==> src/rtl/fp_div_if.sv <==
// fp_div_if: operand/result bundle for the sequential FP divider.
//
// Handshake: the requester raises start for one or more cycles with the
// operands valid; the divider samples start (and the operands) only while
// idle. busy is high from the cycle after acceptance until the result is
// registered. done is a one-cycle pulse in the cycle the result is first
// visible. Results and flags hold until the next operation completes.
interface fp_div_if;
   logic        start;
   logic        sa;
   logic        sb;
   logic [7:0]  ea;
   logic [7:0]  eb;
   logic [22:0] ma;
   logic [22:0] mb;
   logic [23:0] mq_out;
   logic        signbit;
   logic [7:0]  exponent;
   logic        busy;
   logic        done;
   logic        ovf;
   logic        unf;
   logic        dz;

   modport master (
      output start, sa, sb, ea, eb, ma, mb,
      input  mq_out, signbit, exponent, busy, done, ovf, unf, dz
   );

   modport slave (
      input  start, sa, sb, ea, eb, ma, mb,
      output mq_out, signbit, exponent, busy, done, ovf, unf, dz
   );
endinterface

==> src/rtl/fp_div.sv <==
// fp_div: sequential single-precision divider on unpacked fields.
// 26-step restoring division of the 24-bit mantissas, one normalize/round
// cycle, fixed latency of 27 cycles from acceptance to done.
// Optional build macro: FP_DIV_ROUND_EN selects round-to-nearest-even;
// without it the quotient mantissa is truncated.
module fp_div (
   input  logic       clk,
   input  logic       rst_n,
   fp_div_if.slave    bus,
   output logic [1:0] state_dbg_o
);

   localparam logic [1:0] S_IDLE = 2'd0;
   localparam logic [1:0] S_DIV  = 2'd1;
   localparam logic [1:0] S_NORM = 2'd2;

   logic [1:0]  state_q, state_d;
   logic [4:0]  cnt_q, cnt_d;
   logic [24:0] rem_q, rem_d;
   logic [23:0] b_q, b_d;
   logic [25:0] quo_q, quo_d;
   logic        sign_q, sign_d;
   logic [7:0]  ea_q, ea_d;
   logic [7:0]  eb_q, eb_d;

   logic [23:0] mq_q, mq_d;
   logic        sgn_out_q, sgn_out_d;
   logic [7:0]  exp_q, exp_d;
   logic        ovf_q, ovf_d;
   logic        unf_q, unf_d;
   logic        dz_q, dz_d;
   logic        done_q, done_d;

   logic        step_ge;
   logic [24:0] step_rem;

   logic [9:0]  e_base, e_norm, e_fin;
   logic [23:0] mant, mant_fin;
   logic [23:0] rs_mq;
   logic [7:0]  rs_exp;
   logic        rs_ovf, rs_unf, rs_dz;

`ifdef FP_DIV_ROUND_EN
   logic        guard, sticky;
   logic [24:0] mant_inc;
`else
   logic        unused_trunc;
   assign unused_trunc = quo_q[0];
`endif

   // One restoring step: compare, conditionally subtract.
   always_comb begin : div_step
      step_ge  = (rem_q >= {1'b0, b_q});
      step_rem = step_ge ? (rem_q - {1'b0, b_q}) : rem_q;
   end

   // Normalize the quotient, round (optional) and resolve special cases.
   always_comb begin : norm_result
      e_base   = {2'b00, ea_q} - {2'b00, eb_q} + 10'd127;
      mant     = quo_q[25:2];
      e_norm   = e_base;
      mant_fin = 24'h0;
      e_fin    = 10'h0;
      rs_mq    = 24'h0;
      rs_exp   = 8'h0;
      rs_ovf   = 1'b0;
      rs_unf   = 1'b0;
      rs_dz    = 1'b0;
      if (!quo_q[25]) begin
         mant   = quo_q[24:1];
         e_norm = e_base - 10'd1;
      end
`ifdef FP_DIV_ROUND_EN
      guard    = quo_q[25] ? quo_q[1] : quo_q[0];
      sticky   = (quo_q[25] & quo_q[0]) | (rem_q != 25'd0);
      mant_inc = {1'b0, mant} + 25'd1;
      mant_fin = mant;
      e_fin    = e_norm;
      if (guard & (sticky | mant[0])) begin
         if (mant_inc[24]) begin
            mant_fin = 24'h800000;
            e_fin    = e_norm + 10'd1;
         end else begin
            mant_fin = mant_inc[23:0];
         end
      end
`else
      mant_fin = mant;
      e_fin    = e_norm;
`endif
      if (eb_q == 8'h00) begin
         rs_dz  = 1'b1;
         rs_exp = 8'hFF;
         rs_mq  = (ea_q == 8'h00) ? 24'h400000 : 24'h0;
      end else if (ea_q == 8'h00) begin
         rs_exp = 8'h00;
      end else if ($signed(e_fin) > 10'sd254) begin
         rs_ovf = 1'b1;
         rs_exp = 8'hFF;
      end else if ($signed(e_fin) < 10'sd1) begin
         rs_unf = 1'b1;
      end else begin
         rs_exp = e_fin[7:0];
         rs_mq  = mant_fin;
      end
   end

   // Control FSM: accept in IDLE, 26 division steps, one result cycle.
   always_comb begin : next_state
      state_d   = state_q;
      cnt_d     = cnt_q;
      rem_d     = rem_q;
      b_d       = b_q;
      quo_d     = quo_q;
      sign_d    = sign_q;
      ea_d      = ea_q;
      eb_d      = eb_q;
      mq_d      = mq_q;
      sgn_out_d = sgn_out_q;
      exp_d     = exp_q;
      ovf_d     = ovf_q;
      unf_d     = unf_q;
      dz_d      = dz_q;
      done_d    = 1'b0;
      case (state_q)
         S_IDLE: begin
            if (bus.start) begin
               rem_d   = {2'b01, bus.ma};
               b_d     = {1'b1, bus.mb};
               quo_d   = 26'h0;
               sign_d  = bus.sa ^ bus.sb;
               ea_d    = bus.ea;
               eb_d    = bus.eb;
               cnt_d   = 5'd0;
               state_d = S_DIV;
            end
         end
         S_DIV: begin
            quo_d = {quo_q[24:0], step_ge};
            rem_d = step_rem << 1;
            cnt_d = cnt_q + 5'd1;
            if (cnt_q == 5'd25) begin
               state_d = S_NORM;
            end
         end
         S_NORM: begin
            mq_d      = rs_mq;
            sgn_out_d = sign_q;
            exp_d     = rs_exp;
            ovf_d     = rs_ovf;
            unf_d     = rs_unf;
            dz_d      = rs_dz;
            done_d    = 1'b1;
            state_d   = S_IDLE;
         end
         default: state_d = S_IDLE;
      endcase
   end

   // State and result registers; reset aborts any operation in flight.
   always_ff @(posedge clk) begin : regs
      if (!rst_n) begin
         state_q   <= S_IDLE;
         cnt_q     <= 5'd0;
         rem_q     <= 25'h0;
         b_q       <= 24'h0;
         quo_q     <= 26'h0;
         sign_q    <= 1'b0;
         ea_q      <= 8'h0;
         eb_q      <= 8'h0;
         mq_q      <= 24'h0;
         sgn_out_q <= 1'b0;
         exp_q     <= 8'h0;
         ovf_q     <= 1'b0;
         unf_q     <= 1'b0;
         dz_q      <= 1'b0;
         done_q    <= 1'b0;
      end else begin
         state_q   <= state_d;
         cnt_q     <= cnt_d;
         rem_q     <= rem_d;
         b_q       <= b_d;
         quo_q     <= quo_d;
         sign_q    <= sign_d;
         ea_q      <= ea_d;
         eb_q      <= eb_d;
         mq_q      <= mq_d;
         sgn_out_q <= sgn_out_d;
         exp_q     <= exp_d;
         ovf_q     <= ovf_d;
         unf_q     <= unf_d;
         dz_q      <= dz_d;
         done_q    <= done_d;
      end
   end

   assign bus.mq_out   = mq_q;
   assign bus.signbit  = sgn_out_q;
   assign bus.exponent = exp_q;
   assign bus.ovf      = ovf_q;
   assign bus.unf      = unf_q;
   assign bus.dz       = dz_q;
   assign bus.done     = done_q;
   assign bus.busy     = (state_q != S_IDLE);
   assign state_dbg_o  = state_q;

endmodule

==> src/flat_wrapper.sv <==
// flat-port wrapper written by rule: the top's interface ports become plain ports
module fp_div_flat 
  (clk, rst_n, state_dbg_o, bus_start, bus_sa, bus_sb, bus_ea, bus_eb, bus_ma, bus_mb, bus_mq_out, bus_signbit, bus_exponent, bus_busy, bus_done, bus_ovf, bus_unf, bus_dz);
  fp_div_if bus_i ();
  input  logic clk;
  input  logic rst_n;
  output logic [1:0] state_dbg_o;
  input wire logic [$bits(bus_i.start)-1:0] bus_start;
  input wire logic [$bits(bus_i.sa)-1:0] bus_sa;
  input wire logic [$bits(bus_i.sb)-1:0] bus_sb;
  input wire logic [$bits(bus_i.ea)-1:0] bus_ea;
  input wire logic [$bits(bus_i.eb)-1:0] bus_eb;
  input wire logic [$bits(bus_i.ma)-1:0] bus_ma;
  input wire logic [$bits(bus_i.mb)-1:0] bus_mb;
  output wire logic [$bits(bus_i.mq_out)-1:0] bus_mq_out;
  output wire logic [$bits(bus_i.signbit)-1:0] bus_signbit;
  output wire logic [$bits(bus_i.exponent)-1:0] bus_exponent;
  output wire logic [$bits(bus_i.busy)-1:0] bus_busy;
  output wire logic [$bits(bus_i.done)-1:0] bus_done;
  output wire logic [$bits(bus_i.ovf)-1:0] bus_ovf;
  output wire logic [$bits(bus_i.unf)-1:0] bus_unf;
  output wire logic [$bits(bus_i.dz)-1:0] bus_dz;
  assign bus_i.start = bus_start;
  assign bus_i.sa = bus_sa;
  assign bus_i.sb = bus_sb;
  assign bus_i.ea = bus_ea;
  assign bus_i.eb = bus_eb;
  assign bus_i.ma = bus_ma;
  assign bus_i.mb = bus_mb;
  assign bus_mq_out = bus_i.mq_out;
  assign bus_signbit = bus_i.signbit;
  assign bus_exponent = bus_i.exponent;
  assign bus_busy = bus_i.busy;
  assign bus_done = bus_i.done;
  assign bus_ovf = bus_i.ovf;
  assign bus_unf = bus_i.unf;
  assign bus_dz = bus_i.dz;
  fp_div u_core (.clk(clk), .rst_n(rst_n), .bus(bus_i), .state_dbg_o(state_dbg_o));
endmodule
==> config.mk <==
export PLATFORM = sky130hd
export DESIGN_NAME = fp_div_flat
export DESIGN_NICKNAME = d
export VERILOG_FILES = /design/src/rtl/fp_div_if.sv /design/src/rtl/fp_div.sv /design/src/flat_wrapper.sv
export SDC_FILE = /design/constraint.sdc
export NUM_CORES = 1
export LEC_CHECK = 0
export ABC_AREA = 1
export ABC_CLOCK_PERIOD_IN_PS = 3770
export BUFFER_PORTS_ARGS = -buffer_cell sky130_fd_sc_hd__buf_2
export CORE_AREA = 2 2 153 155
export CTS_CLUSTER_SIZE = 16
export DETAILED_ROUTE_END_ITERATION = 16
export DIE_AREA = 0 0 155 157
export PLACE_DENSITY = 0.62
export SLEW_MARGIN = 0
export SYNTH_ARGS = -nofsm -noshare
export SYNTH_HDL_FRONTEND = slang
export SYNTH_SLANG_ARGS = --single-unit
==> constraint.sdc <==
create_clock -name clk -period 3.77 [get_ports clk]
set_clock_uncertainty 0.2 [all_clocks]
set_input_delay 0.1885 -clock clk [delete_from_list [all_inputs] [get_ports clk]]
set_output_delay 0.1885 -clock clk [all_outputs]
set_load 0.03 [all_outputs]
## Word-level counts from Yosys, hierarchy flattened

Cells that the tools add are included.

- Bits of input ports: 67
- ROM bits: 0
- Memories kept: 0
- Output and inout bits: 40
- Bits in latches: 0
- Bits in writable memories: 0
- Register bits after elaboration: 136

- Mux-type cells: 30
- Shift operators: 0
- Add/subtract/negate cells: 5
- $lt $le $gt $ge: 3
- Multiply operators: 0
- Eq/ne operators: 5
- Bitwise operators: 1
- Div/mod/pow operators: 0
- Reductions and logical operators: 8

Operators by type and width:

| operator | count |
|---|---|
| 24-bit 2-to-1 mux | 6 |
| 26-bit one-hot mux with 2 select lines | 1 |
| 25-bit one-hot mux with 2 select lines | 1 |
| 8-bit 2-to-1 mux | 4 |
| 26-bit 2-to-1 mux | 1 |
| 25-bit by 24-bit >= comparator with 1-bit output | 1 |
| 25-bit 2-to-1 mux | 1 |
| 24-bit subtractor | 1 |
| 23-bit 2-to-1 mux | 1 |
| 8-bit logical NOT | 2 |
| 10-bit by 7-bit adder with 10-bit output (second input constant) | 1 |
| 10-bit by 9-bit > comparator with 1-bit output (second input constant) | 1 |
| 10-bit by 2-bit < comparator with 1-bit output (second input constant) | 1 |
| 10-bit 2-to-1 mux | 1 |
| 5-bit one-hot mux with 2 select lines | 1 |
| 10-bit by 1-bit subtractor with 10-bit output (second input constant) | 1 |
| 1-bit 2-to-1 mux | 9 |
| 8-bit by 8-bit subtractor with 9-bit output | 1 |
| 2-bit AND reduction | 3 |
| 5-bit by 1-bit adder with 5-bit output (second input constant) | 1 |
| 5-bit equality test (second input constant) | 1 |
| 5-bit 2-to-1 mux | 1 |
| 2-bit 2-to-1 mux | 2 |
| 2-bit one-hot mux with 2 select lines | 1 |
| 7 further kinds | 8 |

## Logic depth before layout (Yosys ltp)

Gate-level depths: netlist of the first run.

- Depth after elaboration: 9
- Gate-level depth with buffers: 24
- Gate-level depth less buffers: 24

## Worst setup path before layout of the first run

Ideal clock, no wire load.

- Path type: register to register
- Start point: register u_core.ea_q[0]
- End point: register u_core.exp_q[2] (netlist: u_core.bus.exponent[2])
- Stages on the path, launching flop included: 21
- Clock period less this slack: 3.026 ns
- Setup slack: 0.744 ns
- Arrival time: 2.694 ns
- Data required time: 3.438 ns
- Path buffers: 1
- Path through: dfxtp_1 -> inv_1 -> ha_1 -> inv_1 -> fa_1 -> inv_1 -> ha_1 -> nand2_1 -> nor2_2 -> nand3_1 -> nor2_1 -> nand2_1 -> nor2_2 -> nand2_2 -> o21ai_4 -> inv_4 -> nand2_8 -> buf_6 -> nand2_1 -> nand2_1 -> a21oi_1

- Longest elaborated chain between the ends: 9

RTL lines:

| item | line | RTL |
|---|---|---|
| start: declaration | fp_div.sv:23 | `logic [7:0] ea_q, ea_d;` |
| start signal: assignment | fp_div.sv:169 | `ea_q <= 8'h0;` |
| start signal: assignment | fp_div.sv:185 | `ea_q <= ea_d;` |
| 8-bit by 8-bit subtractor with 9-bit output | fp_div.sv:59 | `e_base = {2'b00, ea_q} - {2'b00, eb_q} + 10'd127;` |
| 10-bit by 7-bit adder with 10-bit output | fp_div.sv:59 |  |
| 10-bit by 1-bit subtractor with 10-bit output | fp_div.sv:71 | `e_norm = e_base - 10'd1;` |
| 10-bit 2-to-1 mux | fp_div.sv:69 | `if (!quo_q[25]) begin` |
| 10-bit by 2-bit < comparator with 1-bit output | fp_div.sv:100 | `end else if ($signed(e_fin) < 10'sd1) begin` |
| 8-bit 2-to-1 mux | fp_div.sv:100 |  |
| 8-bit 2-to-1 mux | fp_div.sv:97 | `end else if ($signed(e_fin) > 10'sd254) begin` |
| 8-bit 2-to-1 mux * | fp_div.sv:95 | `end else if (ea_q == 8'h00) begin` |
| 8-bit 2-to-1 mux * | fp_div.sv:91 | `if (eb_q == 8'h00) begin` |
| end signal: assignment | fp_div.sv:189 | `exp_q <= exp_d;` |
| end: declaration | fp_div.sv:28 | `logic [7:0] exp_q, exp_d;` |

Every way passes the cells marked *; elsewhere a longest branch is shown, timed or not.
A chain may end at the register's enable or synchronous reset.

## Final worst setup path of the first run

- Start point: register u_core.ea_q[0]
- End point: register u_core.exp_q[6] (netlist: u_core.bus.exponent[6])

Same word-level chain as after synthesis.

==> run metrics, run 1 <==
Total Wirelength 21.6 mm; syn_area_per_cell 6.82 µm²; drc violations 0; DIE WIDTH 155 µm; synth warn 0; status complete, no violations; Seq cells post-synth 136; Most Used Layer, Global Route met2; IO buf count 106; vias 7,964; maximum buffer depth of the clock tree 2; Pleak 0.00435 µW; # diodes 0; Inst Count DP 1,500; sequential share of the synthesized area 34.6%; nets in the synthesized netlist 1,258; first-pass GRT wire length 36.4 mm; RSZ-0062 raised after global routing no; WL/cell 13.5 µm; Max-slew headroom 44.6%; power per cell area 538 nW/µm²; CTS tree built; CP Capture Type flip-flop; synth-to-layout area growth 25.8%; clk sinks 136; CP peak stage delay 430 ps; Ports 107; Cells after Synth 1,153; routability cong. 0.846; Global Route met3 Usage 3.25%; fraction of layout cells with a size suffix above 1 13.9%; post-layout net count 1,405; R2R depth 22; Clk pwr share 33.2%; DR iter-0 viols 373; IR drop worst, VDD 0.000376 V; Cell Area, Synth 7870 µm²; crit path time final 3390 ps; Net Sw Frac 39.3%; worst min path class input port to flip-flop; fmax 295 MHz; Sw Pwr 2090 µW; root buf cell clkbuf_16; period utilization 89.9%; Final TNS setup 0 ps; Worst setup SP type flip-flop; via/cell ratio 4.98; Clock transition at path regs 70 ps; main flop type after synthesis dfxtp_1; critical path class flip-flop to flip-flop; Cell variety after synth 41; clock buffer count from CTS 17; worst hold stages 6; router iterations before antenna repair 5; H-tree depth 4; Total Routing Usage GR 18.2%; Internal 3230 µW; Core Util, Final 44.0%; Data arrival, critical path 3540 ps; largest net degree at the start of global routing 98; critical path cell sequence inv_1 > ha_1 > inv_2 > fa_1 > inv_1 > ha_1 > inv_1 > nand2_1 > nand2_2 > nor2_1 > nand3_1 > nor2_1 > nand2_1 > nor2_1 > nand3_1 > nand2_1 > inv_1 > nand2_4 > nand2_8 > nand2_1 > nand2_1 > a21oi_1; GRT overflow 0; Comb pwr share 37.1%; initial antenna violation count 0; Post-synth EDFFs 0; row cnt 55; die area 24,300 µm²; Worst path most repeated cell nand2_1; final non-filler cell total 1,598; Max-Cap Viols 0; slowest library cell on the worst path fa_1; Reg power frac 29.7%; Die Ht 157 µm; met1 Resource Use GR 22.7%; fraction of registers with async set/reset 0%; Worst EP required 3920 ps; Total Power 5320 µW; vias in the first global route 7,560; Slew Limit Fails 0; Fin. Hold Viols 0; post-route ant nets 0; Worst Path Max Fanout 16; Starting Density 35.0%; Filler Cell Count 2,292; clock latency on the worst-skew pair 420 ps; core area 22,500 µm²; worst-margin pin slew 832 ps; DP HPWL 14.7 mm; setup violators final 0; met2 GRT Util 32.2%
-- cell usage after synthesis (3+ instances only) --
| cell type | instances | area (µm²) |
|---|---|---|
| o211ai_1 | 5 | 37.5 |
| o32ai_1 | 11 | 96.3 |
| a21o_1 | 4 | 30.0 |
| nor2_2 | 6 | 37.5 |
| o21ai_0 | 149 | 746 |
| nand3_1 | 59 | 295 |
| buf_6 | 4 | 45.0 |
| nand4_1 | 29 | 181 |
| nor2_1 | 73 | 274 |
| xnor2_1 | 12 | 105 |
| nand2_1 | 225 | 845 |
| ha_1 | 36 | 450 |
| nor4_1 | 4 | 25.0 |
| buf_1 | 4 | 15.0 |
| xor2_1 | 11 | 96.3 |
| nand3_2 | 3 | 30.0 |
| clkbuf_1 | 44 | 165 |
| a21oi_1 | 141 | 706 |
| o21bai_1 | 3 | 22.5 |
| nor3_1 | 11 | 55.1 |
| o22ai_1 | 17 | 106 |
| inv_1 | 129 | 484 |
| nand2_2 | 6 | 37.5 |
| inv_2 | 7 | 26.3 |
| dfxtp_1 | 136 | 2720 |
| buf_4 | 3 | 22.5 |
-- cell type report --
class | count | area, µm² | area share [%]
tap | 285 | 357 | 3.60
clock inverter | 15 | 194 | 1.96
multi-input combinational | 823 | 4400 | 44.5
timing repair buffer | 183 | 1270 | 12.9
sequential | 136 | 2720 | 27.5
inverter | 139 | 524 | 5.29
clock buffer | 17 | 425 | 4.30
-- power groups by stage --
stage	Clock [µW]	Combinational, µW	Sequential, µW
3_3_place_gp	0	1850	1610
4_1_cts	1810	1920	1580
5_1_grt	1870	2260	1590
6_report	1770	1970	1580
3_5_place_dp	0	1850	1610
2_1_floorplan	0	1510	1600
-- logic make-up after synthesis --
logic type / synth area share [%]
adders and majority gates: 6.23
DFF: 34.6
AOI/OAI and AO/OA: 23.4
and+or+nand+nor: 23.4
buffers and inverters: 9.87
xor gates and xnor gates: 2.56
-- state kept, by name, indices dropped and copies added (netlist names), 2 cells and up --
signal               cells
u_core.cnt_q             5
u_core.eb_q              8
u_core.rem_q            25
u_core.state_dbg_o       2
u_core.b_q              24
u_core.quo_q            26
u_core.ea_q              8
u_core.bus.exponent      8
u_core.bus.mq_out       24
-- worst max-delay path: cells and delay by family (launching register included) --
family / cells / cell delay, ps
AND/OR/NAND/NOR: 13 / 1440
flip-flops: 1 / 310
buffers and inverters: 5 / 410
AO/OA/AOI/OAI: 1 / 150
adder cells (fa/ha/maj): 3 / 790
-- through the flow --
| stage | setup WS [ps] | area [µm²] | hold slack (ps) |
|---|---|---|---|
| 2_1_floorplan | 744 | 7870 | 127 |
| 3_3_place_gp | 505 | 8600 | 220 |
| 3_5_place_dp | 374 | 8600 | 237 |
| 4_1_cts | 356 | 9870 | 37.8 |
| 5_1_grt | 19.4 | 9900 | 124 |
| 6_report | 381 | 9900 | 62.2 |
-- layout by cell type, fill, tap and decap left out, types with 3 or more instances in the layout --
cell type      synthesis  routed
nand2_1              225     223
o21ai_0              149     149
a21oi_1              141     141
dfxtp_1              136     136
inv_1                129     128
buf_2                  1     106
nor2_1                73      73
dlygate4sd3_1          0      65
nand3_1               59      59
ha_1                  36      36
nand4_1               29      29
o22ai_1               17      17
clkbuf_16              0      17
xnor2_1               12      12
o32ai_1               11      11
xor2_1                11      11
buf_4                  3      11
nor3_1                11      10
inv_2                  7       8
nand2_2                6       7
nor2_2                 6       6
o211ai_1               5       5
inv_8                  0       5
inv_6                  0       5
nor4_1                 4       4
a21o_1                 4       4
nand3_2                3       3
o21bai_1               3       3
-- layer usage --
layer / part of all wire, % / vias up
li1: - / 4178
met1: 46 / 3605
met2: 49 / 160
met3: 3.9 / 21
met4: 1.3 / 0
met5: 0 / -
-- final timing paths --
path | end | slack [ps] | startpoint
max | u_core.bus.exponent[6]$_SDFFE_PN0P_ | 380 | u_core.ea_q[0]$_SDFFE_PN0P_
min | u_core.rem_q[20]$_SDFFE_PN0P_ | 60 | bus_ma[20]
max reg2reg | u_core.bus.exponent[6]$_SDFFE_PN0P_ | 380 | u_core.ea_q[0]$_SDFFE_PN0P_
min reg2reg | u_core.bus.dz$_SDFFE_PN0P_ | 260 | u_core.bus.dz$_SDFFE_PN0P_
-- timing repair --
item	CTS	global route
hold endpoints to repair	62	0
endpoints found under the setup margin	0	31
hold buffers	65	0
resized for setup	0	5
setup buffers	0	0
Power figures use the tool's default switching activity.
==> run 2: changes to the inputs <==
--- a/config.mk
+++ b/config.mk
@@ -8,11 +8,13 @@
 export ABC_AREA = 1
 export ABC_CLOCK_PERIOD_IN_PS = 3770
 export BUFFER_PORTS_ARGS = -buffer_cell sky130_fd_sc_hd__buf_2
-export CORE_AREA = 2 2 153 155
+export CELL_PAD_IN_SITES_DETAIL_PLACEMENT = 0
+export CELL_PAD_IN_SITES_GLOBAL_PLACEMENT = 1
+export CORE_AREA = 2 2 144 146
 export CTS_CLUSTER_SIZE = 16
 export DETAILED_ROUTE_END_ITERATION = 16
-export DIE_AREA = 0 0 155 157
-export PLACE_DENSITY = 0.62
+export DIE_AREA = 0 0 146 148
+export PLACE_DENSITY = 0.86
 export SLEW_MARGIN = 0
 export SYNTH_ARGS = -nofsm -noshare
 export SYNTH_HDL_FRONTEND = slang
==> run 2 against run 1 <==
Compared with the run above:
- register-to-register slack barely moved
- worst setup slack improved by 13 ps
- worst hold slack got worse by 51 ps
- sequential cell count did not move
- critical path type unchanged
- critical endpoint is now u_core.bus.mq_out[5]$_SDFFE_PN0P_
- largest power group unchanged
- highest routed layer unchanged
==> run metrics, run 2 (synthesis gave the netlist of run 1 again) <==
status complete, no violations; largest net degree at the start of global routing 98; crit path time final 3380 ps; Final TNS setup 0 ps; Post-CTS Setup Inserts 0; synth-to-layout area growth 23.6%; Max-slew headroom 45.2%; initial antenna violation count 0; post-layout net count 1,397; Data arrival, critical path 3530 ps; vias in the first global route 7,319; DIE WIDTH 146 µm; Total Wirelength 20.4 mm; vias 7,848; root buf cell clkbuf_16; DR iter-0 viols 421; IO buf count 106; Filler Cell Count 2,070; hold_buf cts 59; worst min path class input port to flip-flop; most frequent cells in the layout 224 x nand2_1, 149 x o21ai_0, 141 x a21oi_1, 136 x dfxtp_1, 129 x inv_1; drc violations 0; most common cell after layout, fill and taps aside nand2_1; router iterations before antenna repair 5; cts repair resizes 0; biggest regs u_core.quo_q: 26 flops, u_core.rem_q: 25 flops; fmax 296 MHz; via/cell ratio 4.98; GRT overflow 0; max FFs per register 26; DP HPWL 14.4 mm; Core Util, Final 48.5%; Fin. Hold Viols 0; Max-Cap Viols 0; power per cell area 522 nW/µm²; clock buffer count from CTS 17; Worst EP required 3930 ps; period utilization 89.6%; row cnt 52; core area 20,000 µm²; Ports 107; H-tree depth 4; IR drop worst, VDD 0.000308 V; Die Ht 148 µm; CTS tree built; die area 21,600 µm²; worst-margin pin slew 823 ps; post-route ant nets 0; Starting Density 39.3%; Placed Area 8570 µm²; # diodes 0; setup violators final 0; maximum buffer depth of the clock tree 2; Worst Path Max Fanout 24; WL/cell 13.0 µm; Worst setup SP type flip-flop; Pleak 0.00428 µW; first-pass GRT wire length 34.9 mm; clk sinks 136; Slew Limit Fails 0; Clock transition at path regs 60 ps; Total Routing Usage GR 19.4%; Top reg by flops u_core.quo_q; critical path class flip-flop to flip-flop; CP Capture Type flip-flop; Finished Cell Area 9720 µm²; RSZ-0062 raised after global routing no; fraction of layout cells with a size suffix above 1 13.7%; clock latency on the worst-skew pair 430 ps; routability cong. 0.819
-- run 2: path summary, 6_finish.rpt --
| path | depth (start not counted) | start | to | slack [ps] |
|---|---|---|---|---|
| hold reg to reg | 2 | u_core.sign_q$_SDFFE_PN0P_ | u_core.bus.signbit$_SDFFE_PN0P_ | 250 |
| setup reg to reg | 21 | u_core.ea_q[0]$_SDFFE_PN0P_ | u_core.bus.mq_out[5]$_SDFFE_PN0P_ | 390 |
| hold / removal | 4 | bus_sa | u_core.sign_q$_SDFFE_PN0P_ | 10 |
| setup / recovery | 21 | u_core.ea_q[0]$_SDFFE_PN0P_ | u_core.bus.mq_out[5]$_SDFFE_PN0P_ | 390 |
-- run 2: per-layer routing --
layer / share of wire, % / GRT usage, % / vias to the layer above
met3: 3.5 / 3.43 / 28
met5: 0 / 0 / -
li1: - / - / 4162
met4: 1.8 / 6.60 / 0
met2: 48 / 33.1 / 129
met1: 47 / 25.0 / 3529
-- run 2: worst max-delay path: stages (launching register included) --
cell and delay (ps):
dfxtp_1 300, inv_1 90, ha_1 150, inv_1 80
fa_1 500, inv_1 60, ha_1 340, nand2_1 90
nor2_2 130, nand3_1 140, nor2_1 130, nand2_1 80
nor2_2 90, nand2_2 80, nand2_2 100, inv_2 30
nand2_1 60, nor2_2 50, nor2_4 60, buf_4 260
nand4_1 120, a21oi_1 150
-- run 2: area by class of cell --
class | instances | area, µm² | area share, %
Clock buffer | 17 | 425 | 4.37
Clock inverter | 15 | 134 | 1.38
Inverter | 139 | 524 | 5.39
Multi-Input combinational cell | 822 | 4380 | 45.0
Sequential cell | 136 | 2720 | 28.0
Tap cell | 270 | 338 | 3.47
Timing Repair Buffer | 176 | 1200 | 12.4
-- run 2: stage by stage --
stage               worst slack (ps)  hold WS (ps)  total power, µW  instances
floorplan                        744           127             3110       1153
global placement                 474           241             3450       1484
detailed placement               388           242             3460       1484
CTS                              360          1.71             5120       1575
global route                    10.4          30.4             5480       1575
finish                           394          10.9             5080       1575
-- run 2: power by group --
part	switching (µW)	total, µW	leakage (µW)	internal (µW)
clock network	728	1600	0.000274	869
logic	1230	1890	0.00289	665
registers	56.0	1580	0.00111	1530
total	2010	5080	0.00428	3060
